[src/rtl/sys_ctrl_pkg.sv]
// sys_ctrl_pkg: shared opcodes, operand addresses and FSM state types for the command controller
package sys_ctrl_pkg;

    localparam logic [7:0] CMD_WR      = 8'hAA;
    localparam logic [7:0] CMD_RD      = 8'hBB;
    localparam logic [7:0] CMD_ALU_OP  = 8'hCC;
    localparam logic [7:0] CMD_ALU_NOP = 8'hDD;

    localparam int unsigned OPA_ADDR = 0;
    localparam int unsigned OPB_ADDR = 1;

    // ST_ prefix keeps ST_ALU_FUN from colliding with the ALU_FUN port
    typedef enum logic [3:0] {
        ST_IDLE, ST_WR_ADDR, ST_WR_DATA, ST_RD_ADDR, ST_RD_WAIT, ST_OP_A,
        ST_OP_B, ST_ALU_FUN, ST_ALU_WAIT, ST_TX_LO, ST_TX_HI, ST_TX_RESP
    } state_t;

    typedef enum logic [1:0] {TS_IDLE, TS_PEND, TS_HI, TS_LO} tx_state_t;

endpackage

[src/rtl/sys_tx_seq.sv]
// sys_tx_seq: sends one byte to the UART TX and waits out its busy high->low cycle
module sys_tx_seq
    import sys_ctrl_pkg::*;
#(
    parameter int DATA_WIDTH = 8
) (
    input  logic                  CLK,
    input  logic                  RST,
    input  logic                  start,
    input  logic [DATA_WIDTH-1:0] data,
    input  logic                  TX_BUSY,
    output logic [DATA_WIDTH-1:0] TX_P_DATA,
    output logic                  TX_D_VLD,
    output logic                  done
);

    tx_state_t             state, state_n;
    logic [DATA_WIDTH-1:0] data_q, data_n, p_data_n;
    logic                  vld_n;

    // next state: stall while busy, issue, then wait for busy to rise and fall; a new start may chain onto done
    always_comb begin
        state_n  = state;
        data_n   = data_q;
        p_data_n = TX_P_DATA;
        vld_n    = 1'b0;
        done     = 1'b0;
        case (state)
            TS_PEND: if (!TX_BUSY) begin
                vld_n    = 1'b1;
                p_data_n = data_q;
                state_n  = TS_HI;
            end
            TS_HI: if (TX_BUSY) state_n = TS_LO;
            TS_LO: if (!TX_BUSY) begin
                done    = 1'b1;
                state_n = TS_IDLE;
            end
            default: ;
        endcase
        if (start && (state == TS_IDLE || done)) begin
            data_n   = data;
            vld_n    = !TX_BUSY;
            p_data_n = TX_BUSY ? TX_P_DATA : data;
            state_n  = TX_BUSY ? TS_PEND : TS_HI;
        end
    end

    // registered state and TX outputs
    always_ff @(posedge CLK or posedge RST) begin
        if (RST) begin
            state     <= TS_IDLE;
            data_q    <= '0;
            TX_P_DATA <= '0;
            TX_D_VLD  <= 1'b0;
        end else begin
            state     <= state_n;
            data_q    <= data_n;
            TX_P_DATA <= p_data_n;
            TX_D_VLD  <= vld_n;
        end
    end

endmodule

[src/rtl/sys_cmd_ctrl.sv]
// sys_cmd_ctrl: parses UART command frames and sequences register file, ALU and TX responses
module sys_cmd_ctrl
    import sys_ctrl_pkg::*;
#(
    parameter int DATA_WIDTH = 8,
    parameter int ADDR_WIDTH = 4,
    parameter int FUN_WIDTH  = 4
) (
    input  logic                    CLK,
    input  logic                    RST,
    input  logic [DATA_WIDTH-1:0]   RX_P_DATA,
    input  logic                    RX_D_VLD,
    input  logic [DATA_WIDTH-1:0]   RdData,
    input  logic                    RdData_Valid,
    input  logic [2*DATA_WIDTH-1:0] ALU_OUT,
    input  logic                    OUT_Valid,
    input  logic                    TX_BUSY,
    output logic                    WrEn,
    output logic                    RdEn,
    output logic [ADDR_WIDTH-1:0]   Address,
    output logic [DATA_WIDTH-1:0]   WrData,
    output logic                    ALU_EN,
    output logic [FUN_WIDTH-1:0]    ALU_FUN,
    output logic                    CLK_GATE_EN,
    output logic [DATA_WIDTH-1:0]   TX_P_DATA,
    output logic                    TX_D_VLD
);

    state_t                  state, state_n;
    logic [ADDR_WIDTH-1:0]   addr_q, addr_n, address_n;
    logic [2*DATA_WIDTH-1:0] res_q, res_n;
    logic [DATA_WIDTH-1:0]   wr_data_n, tx_data;
    logic [FUN_WIDTH-1:0]    alu_fun_n;
    logic                    wr_en_n, rd_en_n, alu_en_n, gate_n, tx_start, tx_done;
    logic                    is_alu_cmd;

    assign is_alu_cmd = RX_P_DATA == CMD_ALU_OP || RX_P_DATA == CMD_ALU_NOP;

    // next state and next registered outputs; strobes default low, data outputs hold
    always_comb begin
        state_n   = state;
        addr_n    = addr_q;
        res_n     = res_q;
        address_n = Address;
        wr_data_n = WrData;
        alu_fun_n = ALU_FUN;
        wr_en_n   = 1'b0;
        rd_en_n   = 1'b0;
        alu_en_n  = 1'b0;
        gate_n    = CLK_GATE_EN;
        tx_start  = 1'b0;
        tx_data   = res_q[2*DATA_WIDTH-1:DATA_WIDTH];
        case (state)
            ST_IDLE: if (RX_D_VLD) begin
                state_n = RX_P_DATA == CMD_WR     ? ST_WR_ADDR :
                          RX_P_DATA == CMD_RD     ? ST_RD_ADDR :
                          RX_P_DATA == CMD_ALU_OP ? ST_OP_A    :
                          RX_P_DATA == CMD_ALU_NOP ? ST_ALU_FUN : ST_IDLE;
                gate_n  = is_alu_cmd;
            end
            ST_WR_ADDR: if (RX_D_VLD) begin
                addr_n  = RX_P_DATA[ADDR_WIDTH-1:0];
                state_n = ST_WR_DATA;
            end
            ST_WR_DATA: if (RX_D_VLD) begin
                wr_en_n   = 1'b1;
                address_n = addr_q;
                wr_data_n = RX_P_DATA;
                state_n   = ST_IDLE;
            end
            ST_RD_ADDR: if (RX_D_VLD) begin
                rd_en_n   = 1'b1;
                addr_n    = RX_P_DATA[ADDR_WIDTH-1:0];
                address_n = RX_P_DATA[ADDR_WIDTH-1:0];
                state_n   = ST_RD_WAIT;
            end
            ST_RD_WAIT: if (RdData_Valid) begin
                tx_start = 1'b1;
                tx_data  = RdData;
                state_n  = ST_TX_RESP;
            end
            ST_OP_A: if (RX_D_VLD) begin
                wr_en_n   = 1'b1;
                address_n = ADDR_WIDTH'(OPA_ADDR);
                wr_data_n = RX_P_DATA;
                state_n   = ST_OP_B;
            end
            ST_OP_B: if (RX_D_VLD) begin
                wr_en_n   = 1'b1;
                address_n = ADDR_WIDTH'(OPB_ADDR);
                wr_data_n = RX_P_DATA;
                state_n   = ST_ALU_FUN;
            end
            ST_ALU_FUN: if (RX_D_VLD) begin
                alu_en_n  = 1'b1;
                alu_fun_n = RX_P_DATA[FUN_WIDTH-1:0];
                state_n   = ST_ALU_WAIT;
            end
            ST_ALU_WAIT: if (OUT_Valid) begin
                res_n    = ALU_OUT;
                gate_n   = 1'b0;
                tx_start = 1'b1;
                tx_data  = ALU_OUT[DATA_WIDTH-1:0];
                state_n  = ST_TX_LO;
            end
            ST_TX_LO: if (tx_done) begin
                tx_start = 1'b1;
                state_n  = ST_TX_HI;
            end
            ST_TX_HI, ST_TX_RESP: if (tx_done) state_n = ST_IDLE;
            default: state_n = ST_IDLE;
        endcase
    end

    // state, latched address/result and registered register-file/ALU outputs
    always_ff @(posedge CLK or posedge RST) begin
        if (RST) begin
            state       <= ST_IDLE;
            addr_q      <= '0;
            res_q       <= '0;
            WrEn        <= 1'b0;
            RdEn        <= 1'b0;
            Address     <= '0;
            WrData      <= '0;
            ALU_EN      <= 1'b0;
            ALU_FUN     <= '0;
            CLK_GATE_EN <= 1'b0;
        end else begin
            state       <= state_n;
            addr_q      <= addr_n;
            res_q       <= res_n;
            WrEn        <= wr_en_n;
            RdEn        <= rd_en_n;
            Address     <= address_n;
            WrData      <= wr_data_n;
            ALU_EN      <= alu_en_n;
            ALU_FUN     <= alu_fun_n;
            CLK_GATE_EN <= gate_n;
        end
    end

    sys_tx_seq #(.DATA_WIDTH(DATA_WIDTH)) u_tx_seq (
        .CLK       (CLK),
        .RST       (RST),
        .start     (tx_start),
        .data      (tx_data),
        .TX_BUSY   (TX_BUSY),
        .TX_P_DATA (TX_P_DATA),
        .TX_D_VLD  (TX_D_VLD),
        .done      (tx_done)
    );

endmodule

[config.mk]
export PLATFORM = sky130hd
export DESIGN_NAME = sys_cmd_ctrl
export DESIGN_NICKNAME = d
export VERILOG_FILES = /design/src/rtl/sys_ctrl_pkg.sv /design/src/rtl/sys_tx_seq.sv /design/src/rtl/sys_cmd_ctrl.sv
export SDC_FILE = /design/constraint.sdc
export NUM_CORES = 1
export LEC_CHECK = 0
export CAP_MARGIN = 20
export CORE_MARGIN = 2
export CORE_UTILIZATION = 44
export DETAILED_ROUTE_END_ITERATION = 7
export PLACE_DENSITY = 0.75
export SETUP_SLACK_MARGIN = 0.5
export SLEW_MARGIN = 20
export SYNTH_ARGS = -nofsm -noshare
export SYNTH_HDL_FRONTEND = slang
export SYNTH_HIERARCHICAL = 1
export SYNTH_SLANG_ARGS = --single-unit
[constraint.sdc]
create_clock -name CLK -period 4.6 [get_ports CLK]
set_clock_uncertainty 0.2 [all_clocks]
set_input_delay 0.92 -clock CLK [delete_from_list [all_inputs] [get_ports CLK]]
set_output_delay 0.92 -clock CLK [all_outputs]
set_load 0.02 [all_outputs]
Word-level counts from Yosys, hierarchy flattened

Index checks and enable logic that the tools add are counted.

Register bits after elaboration: 63
Bits in latches: 0
Bits in writable memories: 0
Memory bits (read-only): 0
Input bits: 38
Output and inout bits: 29
Word-level logic and storage cells: 118
Memories: 0

Add/subtract/negate cells: 0
Multipliers: 0
Div/mod/pow operators: 0
$lt $le $gt $ge: 0
Equality and inequality tests: 34
Shifts and indexed selects: 0
Multiplexer cells: 48
Bitwise logic cells: 0
Reduce and logical (&&, ||, !) cells: 22

Operator list:

| kind                                                  | number |
|---|---|
| two-way mux 4 bit                                     | 14 |
| two-way mux 8 bit                                     | 6 |
| case mux 4 bit (11 select lines)                      | 1 |
| == test 8 bit, second input constant                  | 4 |
| inequality test 2 bit, second input constant          | 13 |
| == test 4 x 3 -> 1 bit, second input constant         | 4 |
| == test 4 bit, second input constant                  | 4 |
| case mux 4 bit (4 select lines)                       | 1 |
| case mux 8 bit (2 select lines)                       | 1 |
| two-way mux 1 bit                                     | 13 |
| two-way mux 3 bit                                     | 4 |
| AND reduction 11 bit                                  | 1 |
| two-way mux 2 bit                                     | 5 |
| inequality test 3 x 2 -> 1 bit, second input constant | 3 |
| == test 4 x 2 -> 1 bit, second input constant         | 2 |
| AND reduction 2 bit                                   | 4 |
| nonzero test 4 bit                                    | 2 |
| case mux 2 bit (3 select lines)                       | 1 |
| AND reduction 3 bit                                   | 2 |
| AND reduction 5 bit                                   | 1 |
| == test 2 bit, second input constant                  | 2 |
| == test 4 x 1 -> 1 bit, second input constant         | 1 |
| logical NOT 4 bit                                     | 1 |
| AND reduction 4 bit                                   | 1 |
| other kinds (10)                                      | 13 |

Longest topological paths before layout

Gate-level depths: netlist (run 1).

Depth after elaboration: 7
Mapped depth: 9
Gate-level depth less buffers: 8

Modules after synthesis

Netlist (run 1), hierarchy kept.

By module, submodules not included:

| module       | times used | cells an instance | area an instance (um^2) | seq. area each (um^2) |
|---|---|---|---|---|
| sys_cmd_ctrl | 1          | 167               | 1920.6                  | 900.9 |
| sys_tx_seq   | 1          | 57                | 832.0                   | 475.5 |

Least setup slack after synthesis (run 1)

No wires, ideal clock.

Path kind: input to register
Start point: input TX_BUSY
End point: register u_tx_seq.TX_P_DATA[0]
Library setup time: 125 ps
Data arrival time: 2533 ps
Data required time: 4275 ps
Path slack: 1742 ps
Stages on the path: 7
Buffers on the path: 0
Cell sequence: nor2b_4 -> mux2i_1 -> o32a_1 -> nor2_1 -> o21ai_0 -> a21oi_2 -> mux2_2

Longest elaborated chain between the ends: 7
Elaborated cells on any way between the ends: 11
Those cells by class: eq/ne (2); mux (5); reduce/logical (4)

Ends and longest elaborated chain:

| element                                                                             | line                | source |
|---|---|---|
| from (decl)                                                                         | sys_cmd_ctrl.sv:17  | `input logic TX_BUSY,` |
| two-way mux 1 bit (*)                                                               | sys_tx_seq.sv:35    | `TS_LO: if (!TX_BUSY) begin` |
| two-way mux 1 bit (*)                                                               | sys_tx_seq.sv:28    | `case (state)` |
| two-way mux 1 bit (*)                                                               | sys_cmd_ctrl.sv:106 | `ST_TX_LO: if (tx_done) begin` |
| case mux 1 bit (3 select lines) (*)                                                 | sys_cmd_ctrl.sv:53  | `case (state)` |
| net tx_start                                                                        | sys_cmd_ctrl.sv:34  | `logic wr_en_n, rd_en_n, alu_en_n, gate_n, tx_start, tx_done;` |
| logical AND 1 bit (*)                                                               | sys_tx_seq.sv:41    | `if (start && (state == TS_IDLE \|\| done)) begin` |
| inequality test 2 bit (no source line) / nonzero test 2 bit (equally long branches) | n/a                 |  |
| AND reduction 3 bit (no source line)                                                | n/a                 |  |
| to (signal assigned)                                                                | sys_tx_seq.sv:59    | `TX_P_DATA <= p_data_n;` |
| to (decl)                                                                           | sys_tx_seq.sv:12    | `output logic [DATA_WIDTH-1:0] TX_P_DATA,` |

Mark *: on every way through the listed nets, which the timed path passes. The rest lies on a longest branch.
A chain may end at the register's enable or synchronous reset.

Final worst setup path (run 1)

Start point: input TX_BUSY
End point: register u_tx_seq.TX_P_DATA[0]

Longest elaborated chain between the ends: 7
Elaborated cells on any way between the ends: 11
Those cells by class: eq/ne (2); mux (5); reduce/logical (4)

Ends and longest elaborated chain:

| element                                                                             | line |
|---|---|
| two-way mux 1 bit (*)                                                               | sys_tx_seq.sv:35 |
| two-way mux 1 bit (*)                                                               | sys_tx_seq.sv:28 |
| net tx_done                                                                         | sys_cmd_ctrl.sv:34 |
| two-way mux 1 bit (*)                                                               | sys_cmd_ctrl.sv:106 |
| case mux 1 bit (3 select lines) (*)                                                 | sys_cmd_ctrl.sv:53 |
| net tx_start                                                                        | sys_cmd_ctrl.sv:34 |
| logical AND 1 bit (*)                                                               | sys_tx_seq.sv:41 |
| inequality test 2 bit (no source line) / nonzero test 2 bit (equally long branches) | n/a |
| AND reduction 3 bit (no source line)                                                | n/a |

Marks and branches as above.

==> impl.org, run 1 <==
** Synth
- The share of the Yosys chip area taken by registers is 50.00%.
- The share of synthesized area in the top cell type comes to 50.00%.
- Leading area contributor after synthesis :: dfrtp_1
- Flip-flop cell with the highest count after synthesis :: dfrtp_1
- By count the netlist is led by 55 x dfrtp_1, 38 x mux2_2, 18 x inv_1.
- Among all cell types in the netlist, the one instantiated most often is dfrtp_1.
- Yosys mapped a number of flops with a built-in enable equal to 0.
- Counting every net in the synthesized netlist gives 266.
- Counting flops with an async set or reset pin after synthesis yields a share of 100.0%.
- Synthesized netlist cell count :: 224
- The mapped netlist covers 0.002753 mm^2.
- Number of flip-flops and latches in the synthesized netlist :: 55
- Ranking of synthesized cells by area :: dfrtp_1 50%, mux2_2 16%, a222oi_1 2.9%
- Post-Syn Area per Cell :: 12.29 um^2
- The synthesized netlist contains 54 unique library cells.
- Total number of yosys warnings :: 6

** STA
- Max-slew violations :: 0
- At the pin with the least slew margin, the transition time is 0.6994 ns.
- F_max :: 292.4 MHz
- The total count of hold-check failures in the final report came to 0.
- The worst path uses 74.35% of the clock period.
- Measured against its own limit, the worst slew margin works out to 53.32%.
- After routing, the total negative slack on setup checks comes to 0 ns.
- Final Critical Period :: 3.420 ns
- RSZ-0062 raised after global routing :: false
- Hold Worst Slack :: 0.2978 ns
- Setup violations, final :: 0

** Placement
- Placement-stage cell area :: 0.003443 mm^2
- Last weighted congestion value of the routability-driven placer :: 0.7311
- The wire-length estimate of the detail-placed layout is 4323 um.
- Buffers placed on the I/O ports in this run total 66.
- # placed instances :: 355

** Global route
- Largest net degree at the start of global routing :: 35
- Wire length of the first global-routing pass :: 10180 um
- Total overflow reported by the global router :: 0
- The number of antenna violations at the first check in global routing was 0.
- Total global-route track usage :: 17.99%
- The number of global-route vias before repair is 2105.

** CTS
- Clock-pin slew was measured on the worst setup and hold paths at 0.10 ns.
- Counting along the longest clock path gives a buffer depth of 2.
- In this run the number of H-tree levels came out at 2.
- CTS placed an instance of clkbuf_8 at the clock tree root.
- TritonCTS created 5 clock buffers.
- The number of hold buffers added after CTS was 0.
- For the worst-skew pair, the clock arrives at the later sink with an insertion delay of 0.31 ns.
- The tree built by TritonCTS fans out to 55 sinks.
- Post-CTS repair changed the size of 0 cells.
- TritonCTS clock tree :: yes
- Post-CTS repair timing setup buffer count :: 0

** Setup path
- In this design, the stage delay of the slowest critical-path cell is 0.55 ns.
- Across all register-to-register paths, the minimum setup slack is 1.62 ns.
- Startpoint-to-endpoint class of the critical path :: primary input to flop
- In this run the critical register-to-register path is captured at u_tx_seq/TX_P_DATA[0]$_DFFE_PP0P_.
- Of all nets on the critical path, the largest fanout is 9.
- STA puts the critical path data required time at 4.60 ns.
- Worst path arrival time :: 3.42 ns
- Counting cells, the worst reg-to-reg path comes to 6.
- CP cell instances :: clkdlybuf4s50_1 -> nor2b_4 -> mux2i_1 -> o32a_1 -> nor2_1 -> o21ai_0 -> a21oi_2 -> mux2_2
- Origin of the critical flop-to-flop path :: state[3]$_DFFE_PP0P_
- Worst path slowest cell :: clkdlybuf4s50_1
- Crit end category :: flop
- STA classifies the critical path startpoint as a primary input.

** Worst hold path
- HP Start :: ALU_FUN[0]$_DFFE_PP0P_
- WHS Path Cells :: 2
- Hold endpoint :: ALU_FUN[0]$_DFFE_PP0P_
- The path class of the tightest hold or removal check is flop to flop.

** Detailed routing
- For this run, the detailed router's first-pass iteration total came to 4.
- Total Wirelength :: 5913 um
- Starting DRC count in detailed routing :: 173
- For this run, design rule violations remaining after detail routing come to 0.
- Via-per-instance ratio :: 5.590
- Overall via count from detail_route :: 2029
- Mean routed wirelength per cell :: 16.29 um
- Once detail routing completed, the nets flagged for antenna violations numbered 0.

** Floorplanning
- The floorplan has 28 rows.
- Total die area :: 0.006905 mm^2
- Core outline area :: 0.005991 mm^2
- The die is 83.10 um wide.
- I/O pins :: 67
- Starting density of the core :: 45.95%
- Die height :: 83.10 um

** Finish
- Of the cells placed in the final design, the portion with a size suffix greater than 1 is 20.49%.
- The finished cells cover 0.003540 mm^2.
- Once layout is complete, the cells apart from fillers number 363.
- The number of antenna diodes in the final layout is 0.
- Layout overhead on the synthesized area :: 28.59%
- Net count, final :: 329

** Pwr
- Sequential fraction of design power :: 40.1%
- In this run, the clock network consumes 12.8% of the power.
- In this run, the combinational gates consume 47.1% of the power.
- Leakage power summed over all cells :: 1.533 nW
- Reported net switching power :: 0.8182 mW
- In this run switching power makes up 37.55% of total power.
- The internal portion of the total power is 1.361 mW.
- IR analysis of the VDD net gives a maximum drop of 332.1 uV.
- Power per cell area :: 615.7 mW/mm^2
- Overall power after layout :: 2.179 mW

** Run status
- The run finished with clean final reports.

** Flow run
- Across the run, the number of max-cap violations was 0.
==> per-stage QoR <==
stage	setup slack [ns]	utilization [%]
final	1.180	59.09
after global placement	0.9182	57.48
after floorplan	1.742	-
after global routing	1.038	59.09
after detailed placement	0.8557	57.48
after CTS	1.186	59.09
==> sequential cells by signal (all words and copies together) (netlist names) <==
name / flops
WrData: 8
res_q: 8
u_tx_seq/TX_P_DATA: 8
u_tx_seq/data_q: 8
ALU_FUN: 4
Address: 4
addr_q: 4
state: 4
u_tx_seq/state: 2
ALU_EN: 1
CLK_GATE_EN: 1
RdEn: 1
WrEn: 1
u_tx_seq/TX_D_VLD: 1
==> power groups by stage <==
stage               Sequential (mW)  Combinational, mW  Clock (mW)
finish                        0.874               1.03       0.279
global route                  0.908               1.13       0.312
CTS                           0.876               1.04       0.289
detailed placement            0.885               1.03           0
global placement              0.875               1.02           0
floorplan                     0.919              0.643           0
==> critical path, delay by kind of cell <==
kind,cells,cell delay (ns)
buf+inv,1,0.55
compound gates,3,0.96
mux,2,0.48
simple gates,2,0.49
==> worst max-delay path by stage <==
stage,from,endpoint,slack (ns),cells after the start
after floorplan,TX_BUSY,u_tx_seq/TX_P_DATA[0]$_DFFE_PP0P_,1.74,7
after global placement,TX_BUSY,u_tx_seq/TX_P_DATA[3]$_DFFE_PP0P_,0.92,8
after detailed placement,TX_BUSY,u_tx_seq/TX_P_DATA[1]$_DFFE_PP0P_,0.86,8
after CTS,TX_BUSY,u_tx_seq/TX_P_DATA[0]$_DFFE_PP0P_,1.19,8
after global routing,TX_BUSY,u_tx_seq/TX_P_DATA[0]$_DFFE_PP0P_,1.04,8
final,TX_BUSY,u_tx_seq/TX_P_DATA[0]$_DFFE_PP0P_,1.18,8
==> layout by cell type, fill, tap and decap left out, types with 4 or more instances in the layout <==
master           instances
ha_1                     4
mux2_2                  38
a21oi_1                  4
clkdlybuf4s50_1         66
o21ai_0                 11
a222oi_1                 8
dfrtp_1                 55
clkbuf_8                 5
nor2_1                   6
inv_1                   18
nand2_1                  4
==> cell type report <==
cell class                      instances  area (um^2)
Clock buffer                            5        68.82
Fill cell                             505         2451
Clock inverter                          3        27.53
Timing Repair Buffer                   67        668.1
Sequential cell                        55         1376
Inverter                               18        67.56
Tap cell                               75        93.84
Multi-Input combinational cell        140         1237
==> per-layer routing <==
metal / routed length [um] / vias up / GRT usage [%]
met5: 0 / - / 0
met4: 61 / 0 / 4.620
met3: 252 / 6 / 3.976
met2: 2955 / 46 / 28.59
met1: 2644 / 1021 / 25.11
li1: - / 956 / -
==> cells by family (layout without fill, tap and decap cells) <==
logic type,count (synthesis),count (layout),share of synthesized area (%)
AOI/OAI and AO/OA,50,50,15.09
DFF,55,55,50.00
adders and majority gates,4,4,1.818
and+or+nand+nor,41,41,9.954
buffers and inverters,29,93,5.045
xor gates and xnor gates,2,2,0.6365
muxes,43,43,17.45
No activity file was read; power rests on OpenSTA's default activity.
==> run 2, diff against run 1 <==
clock period = 3.3 ns   (was 4.6 ns; I/O delays follow)
==> run 2 against run 1 <==
Total power increased by 45%. Wire length is 1.2% lower. Cell area is 2.2% higher. Sequential cell count did not move. Sequential power rose by 30%. First-iteration DRC count decreased by 8.7%. Worst hold slack got worse by 0.0018 ns. Global-route usage fell by 0.42 points. Register-to-register slack got worse by 0.91 ns. Critical path depth is the same. Worst setup slack got worse by 0.60 ns. Via count fell by 0.20%. Largest cell class unchanged.
==> impl.org, run 2 (synthesized netlist as in run 1, its figures left out) <==
** CTS
- The clock-pin slew reported for the worst setup and hold paths after clock tree synthesis was 0.10 ns (about the same).
- CTS buffer count :: 5 (unchanged)
- The number of buffers between clock root and the deepest sink came to 2 (unchanged).
- Worst skew pair latency :: 0.30 ns (about the same)
- Hold Buf Count CTS :: 0 (unchanged)
- In this run the clock root is driven by a clkbuf_8.
- The depth of the CTS H-tree was 2 (unchanged).
- TritonCTS clock tree :: yes
- The post-CTS setup buffer count came to 0 (unchanged).
- The total of cells resized after clock tree synthesis came to 0 (unchanged).
- Clock tree sinks :: 55 (unchanged)

** Finish
- Fraction of final layout cells sized beyond drive strength 1 :: 22.11% (+1.6 points)
- Net count, final :: 335 (+1.8%)
- Filler cell count :: 494 (-2.2%)
- The area of all sequential standard cells is 0.001376 mm^2 (unchanged).
- The antenna cell count came to 0 (unchanged).
- Layout overhead on the synthesized area :: 31.41%
- Multi-input gate area :: 0.001245 mm^2 (+0.61%)
- Leading cell type in the layout, fill and taps excluded :: clkdlybuf4s50_1
- In the layout the commonest cells are 66 x clkdlybuf4s50_1, 55 x dfrtp_1, 38 x mux2_2.

** Setup path
- The combined buffer and inverter count along the critical path came to 1 (unchanged).
- The arrival time of the worst setup path was 2.71 ns (-0.71 ns).
- The worst setup path is captured at a flop.
- Largest stage delay on the critical path :: 0.47 ns (-0.08 ns)
- Walking the worst path, the cells encountered are clkdlybuf4s50_1 -> nor2b_4 -> mux2i_1 -> o32a_1 -> nor2_1 -> o21ai_0 -> a21oi_4 -> mux2_2.
- Endpoint required time on the critical path :: 3.28 ns (-1.32 ns)
- Worst path slowest cell :: clkdlybuf4s50_1
- Cell family with the largest share of critical-path delay :: compound AO/OA/AOI/OAI gates
- Critical path peak fanout :: 9 (unchanged)
- The setup path with the least slack is of type primary input to flop.
- STA classifies the critical path startpoint as a primary input.

** STA
- In the finished design, the share of the clock period the worst path needs comes to 82.50%.
- The measured slew at the worst slew-check pin is 0.6953 ns (-0.004072 ns).
- The final setup violation count was 0 (unchanged).
- The total count of hold-check failures in the final report came to 0 (unchanged).
- Max-slew violations :: 0 (unchanged)
- After layout, the minimum clock period comes to 2.722 ns.
- The sum of negative setup slack was 0 ns (unchanged).
- F_max :: 367.3 MHz
- The headroom to the max-slew limit is 53.59% (+0.27 points).
- Setup repair after global routing left no endpoint under its margin.

** Pwr
- Proportion of total power due to net switching :: 35.86% (-1.7 points)
- The net switching power figure came to 1.132 mW (+38%).
- The total internal power was 2.024 mW (+49%).
- The overall power of the completed layout was 3.156 mW (+45%).
- Leakage power summed over all cells :: 1.580 nW (+3.0%)
- Power per cell area :: 872.4 mW/mm^2 (+42%)
- The peak supply drop was 399.1 uV (+20%).
- The sequential fraction of design power came to 36.1% (-4.0 points).
- The part of the power in combinational logic is 49.1% (+2.0 points).
- The share of power burned in the clock network came to 14.8% (+2.0 points).

** Detailed routing
- Total Wirelength :: 5841 um (-1.2%)
- Overall via count from detail_route :: 2025 (-0.20%)
- Starting DRC count in detailed routing :: 158 (-8.7%)
- The post-detailed-route count of antenna-violating nets is 0 (unchanged).
- The routed length per instance is 15.83 um (-2.8%).
- DR pass1 iterations :: 4 (unchanged)
- The ratio of routed vias to standard cells was 5.488 (-1.8%).
- The DRC violations left is 0 (unchanged).

** Global route
- The number of antenna violations at the first check in global routing came to 0 (unchanged).
- Total overflow reported by the global router :: 0 (unchanged)
- Number of global-route vias before repair :: 2022 (-3.9%)
- The maximum number of pins on one net before global-route repair is 36 (+2.9%).
- The wire length of the first global-routing pass came to 9873 um (-3.0%).
- The total routing resource utilization after global routing was 17.57% (-0.42 points).

** Placement
- The count of port buffers added during placement came to 66 (unchanged).
- The HPWL reported at the end of detailed placement came to 4253 um (-1.6%).
- Last weighted congestion value of the routability-driven placer :: 0.7760 (+6.1%)

** Floorplanning
- The floorplan die height was 83.10 um (unchanged).
- The core footprint is 0.005991 mm^2 (unchanged).
- The top-level I/O count was 67 (unchanged).
- The count of standard-cell rows came to 28 (unchanged).
- The initial cell density of the core is 45.95% (unchanged).
- Total die area :: 0.006905 mm^2 (unchanged)
- The horizontal extent of the die came to 83.10 um (unchanged).

** Run status
- Status :: complete, no violations

** Worst hold path
- Hold Path Class :: flop to flop

** Flow run
- Max_cap viols :: 0 (unchanged)
## run 2: worst register-to-register path: stages (launching register included)
cell	delay, ns
dfrtp_1	0.40
ha_1	0.26
nor2b_4	0.22
mux2i_1	0.09
o32a_1	0.29
nor2_1	0.12
o21ai_0	0.17
a21oi_4	0.34
mux2_2	0.38
## run 2: cell type report
type / instances / share of cell area [%]
clock inverter: 2 / 1.072
multi-input combinational: 140 / 34.42
inverter: 18 / 1.868
clock buffer: 6 / 2.283
timing repair buffer: 73 / 19.72
sequential: 55 / 38.05
tap: 75 / 2.594
## run 2: path summary, 6_finish.rpt
check	from	endpoint	slack, ns	cells past startpoint
max	TX_BUSY	u_tx_seq/TX_P_DATA[7]$_DFFE_PP0P_	0.58	8
min	ALU_FUN[0]$_DFFE_PP0P_	ALU_FUN[0]$_DFFE_PP0P_	0.30	2
max reg2reg	u_tx_seq/state[0]$_DFFE_PP0P_	u_tx_seq/TX_P_DATA[7]$_DFFE_PP0P_	0.71	8
min reg2reg	ALU_FUN[0]$_DFFE_PP0P_	ALU_FUN[0]$_DFFE_PP0P_	0.30	2
max in group asynchronous	RST	u_tx_seq/TX_P_DATA[1]$_DFFE_PP0P_	1.86	2
min in group asynchronous	RST	res_q[8]$_DFFE_PP0P_	0.33	2
## run 2: per-layer routing
metal  part of all wire, %  vias up  GRT usage, %
met4                  0.70        0         4.322
met2                    50       45         28.52
li1                      -      965             -
met3                   4.5        2         3.479
met5                     0        -             0
met1                    45     1013         24.32
## run 2: power by group through the flow
stage / logic [mW] / clock network [mW] / registers [mW]
after floorplan: 0.897 / 0 / 1.28
after global routing: 1.69 / 0.506 / 1.18
after detailed placement: 1.55 / 0 / 1.15
after CTS: 1.56 / 0.476 / 1.14
final: 1.55 / 0.466 / 1.14
after global placement: 1.53 / 0 / 1.15
## run 2: through the flow
step	setup slack (ns)	instance area (um^2)	util, %	instances	hold slack [ns]
6_report	0.5776	3617	60.38	369	0.2960
5_1_grt	0.4746	3617	60.38	369	0.3183
4_1_cts	0.5084	3610	60.25	369	0.3005
3_5_place_dp	0.1894	3488	58.23	361	0.2781
3_3_place_gp	0.2357	3488	58.23	361	0.2656
2_1_floorplan	0.7020	2753	-	224	0.2666
==> run 3, diff against run 2 <==
clock period = 2.56 ns   (was 3.3 ns; I/O delays follow)
==> run 3 against run 2 <==
Clock-buffer cell count is the same. Die area is the same. Wire length grew 14%. Cell count grew 7.0%. Largest cell class unchanged.
==> impl.org, run 3 (synthesized netlist as in run 1, its figures left out) <==
** Worst hold path
- The worst hold path begins at ALU_FUN[0]$_DFFE_PP0P_.
- The worst hold path belongs to the class flop to flop.
- For hold timing, the worst endpoint is ALU_FUN[0]$_DFFE_PP0P_.
- The number of cells on the worst hold path came to 2 (unchanged).

** Pwr
- The power per cell area was 1095 mW/mm^2 (+26%).
- The overall power of the completed layout was 4.367 mW (+38%).
- The static leakage is 1.810 nW (+15%).
- Max rail drop VDD :: 663.1 uV (+66%)

** Finish
- Layout overhead on the synthesized area :: 44.86%
- The area occupied by multi-input gates is 0.001360 mm^2 (+9.2%).
- Register Area :: 0.001376 mm^2 (unchanged)
- Commonest non-fill, non-tap cells in the layout :: 59 x clkdlybuf4s50_1, 55 x dfrtp_1, 28 x mux2_2
- Antenna diode instance count :: 0 (unchanged)
- The number of nets in the layout is 362 (+8.1%).
- Leading cell type in the layout, fill and taps excluded :: clkdlybuf4s50_1
- Final Util :: 66.56% (+6.2 points)
- The number of non-filler instances in the completed layout came to 395 (+7.0%).
- Fraction of final layout cells sized beyond drive strength 1 :: 31.25% (+9.1 points)
- The number of fill cells was 457 (-7.5%).

** Detailed routing
- The iteration count of the initial detailed-routing pass is 4 (unchanged).
- Overall via count from detail_route :: 2168 (+7.1%)
- The routed wire length was 6678 um (+14%).
- The ratio of routed vias to standard cells is 5.489 (about the same).
- The iteration-0 DRC count of the detailed router was 146 (-7.6%).
- The DRC violations left was 0 (unchanged).
- Detail Route Antenna Nets :: 0 (unchanged)
- Mean routed wirelength per cell :: 16.91 um (+6.8%)

** Floorplanning
- I/O pins :: 67 (unchanged)
- The count of standard-cell rows is 28 (unchanged).
- The horizontal extent of the die was 83.10 um (unchanged).
- The area of the die came to 0.006905 mm^2 (unchanged).
- Core outline area :: 0.005991 mm^2 (unchanged)
- The floorplan die height is 83.10 um (unchanged).
- Starting density of the core :: 45.95% (unchanged)

** Placement
- The number of placed cells counting well taps was 373 (+3.3%).
- The count of port buffers added during placement came to 66 (unchanged).
- Last weighted congestion value of the routability-driven placer :: 0.8532 (+9.9%)
- The HPWL reported at the end of detailed placement was 4637 um (+9.0%).

** STA
- The max-slew violation total from the final report is 0 (unchanged).
- RSZ-0062 raised after global routing :: true
- The final setup violation count was 0 (unchanged).
- The clock period could shrink to 2.364 ns.
- Of the available clock period, the critical path in the final layout requires 92.36%.
- Normalized max-slew margin :: 51.80% (-1.8 points)
- Actual slew at the worst max-slew pin :: 0.7222 ns (+0.02685 ns)
- The total count of hold-check failures in the final report came to 0 (unchanged).
- F_max :: 422.9 MHz

** Setup path
- Crit end category :: flop
- STA classifies the critical path startpoint as a flop.
- The length in cells of the worst reg-to-reg path is 9 (+1).
- Setup slack on the worst flop-to-flop path :: 0.20 ns (-0.51 ns)
- Startpoint-to-endpoint class of the critical path :: flop to flop
- Critical path peak fanout :: 5 (-4)
- The data required time of the worst path was 2.56 ns (-0.72 ns).
- Origin of the critical flop-to-flop path :: u_tx_seq/state[0]$_DFFE_PP0P_
- The endpoint identified for the worst register-to-register timing path is u_tx_seq/TX_P_DATA[5]$_DFFE_PP0P_.
- The arrival time of the worst setup path was 2.36 ns (-0.35 ns).

** CTS
- Maximum level of the CTS H-tree :: 2 (unchanged)
- The number of buffers inserted by hold repair at cts is 0 (unchanged).
- Clock root buffer :: clkbuf_8
- CTS buffer count :: 5 (unchanged)
- The clock latency reported for the late side of the worst-skew pair was 0.30 ns (about the same).
- The clock-pin slew reported for the worst setup and hold paths after clock tree synthesis was 0.10 ns (about the same).
- Buffer depth of the longest clock path :: 2 (unchanged)
- TritonCTS built the clock tree.
- The number of clock sinks was 55 (unchanged).

** Global route
- Initial antenna violation count :: 0 (unchanged)
- The maximum number of pins on one net before global-route repair was 37 (+2.8%).
- Wire length of the first global-routing pass :: 11130 um (+13%)
- The number of global-route vias before repair was 2159 (+6.8%).
- The total routing resource utilization after global routing is 19.74% (+2.2 points).
- Total overflow reported by the global router :: 0 (unchanged)

** Flow run
- Max_cap viols :: 0 (unchanged)

** Run status
- Status :: complete, no violations
-- run 3: changes by cell type in the layout (fill, tap and decap cells not counted), sizes merged --
cell / previous run / this run
clkdlybuf4s50: 66 / 59
dlygate4sd2: 0 / 3
bufinv: 1 / 0
buf: 7 / 33
o21ai: 12 / 13
dlymetal6s2s: 0 / 4
-- run 3: repair_timing --
item,CTS,global route
cloned,1,0
setup endpoints to repair,26,31
pin swaps,11,7
gates resized for setup,16,12
buffers inserted,8,6
hold endpoints to repair,0,0
-- run 3: critical path, stage by stage, from the launching register on --
cell and delay [ns]:
dfrtp_1 0.42, ha_4 0.15, nor2b_4 0.15, mux2i_1 0.09
o32a_1 0.33, nor2_4 0.12, buf_6 0.13, o21ai_4 0.09
mux2_4 0.33, mux2_4 0.25
-- run 3: worst max-delay path by stage --
stage / start / endpoint / slack, ns
floorplan: u_tx_seq/state[0]$_DFFE_PP0P_ / u_tx_seq/TX_P_DATA[0]$_DFFE_PP0P_ / 0.22
global placement: OUT_Valid / u_tx_seq/TX_P_DATA[4]$_DFFE_PP0P_ / -0.16
detailed placement: OUT_Valid / u_tx_seq/TX_P_DATA[5]$_DFFE_PP0P_ / -0.21
CTS: u_tx_seq/state[0]$_DFFE_PP0P_ / u_tx_seq/TX_P_DATA[2]$_DFFE_PP0P_ / 0.20
global route: u_tx_seq/state[0]$_DFFE_PP0P_ / u_tx_seq/TX_P_DATA[5]$_DFFE_PP0P_ / 0.11
finish: u_tx_seq/state[0]$_DFFE_PP0P_ / u_tx_seq/TX_P_DATA[5]$_DFFE_PP0P_ / 0.20
-- run 3: layout make-up --
cell class,instances,area share (%)
inverter,18,1.694
clock buffer,6,2.071
timing repair buffer,99,25.04
sequential,55,34.52
tap,75,2.353
multi-input combinational,141,34.11
clock inverter,1,0.2196
-- run 3: report_power, final --
| part | switching, mW | internal, mW |
|---|---|---|
| combinational | 1.09 | 1.29 |
| clock | 0.280 | 0.219 |
| sequential | 0.238 | 1.25 |
-- run 3: per-layer routing --
| layer | track usage (%) | up-vias | part of all wire [%] | routed length, um |
|---|---|---|---|---|
| met5 | 0 | - | 0 | 0 |
| li1 | - | 1023 | - | - |
| met2 | 31.89 | 49 | 51 | 3377 |
| met1 | 27.95 | 1090 | 45 | 3002 |
| met3 | 2.883 | 6 | 3.6 | 238 |
| met4 | 5.216 | 0 | 0.88 | 59 |
-- run 3: metrics by stage --
step           cell area [um^2]  setup TNS [ns]  setup WS, ns  hold WS [ns]
2_1_floorplan              2814               0        0.2155        0.2631
3_3_place_gp               3652          -1.165       -0.1586        0.2626
3_5_place_dp               3652          -1.450       -0.2105        0.2692
4_1_cts                    3885               0        0.2040        0.2903
5_1_grt                    3988               0        0.1122        0.3191
6_report                   3988               0        0.1955        0.2854
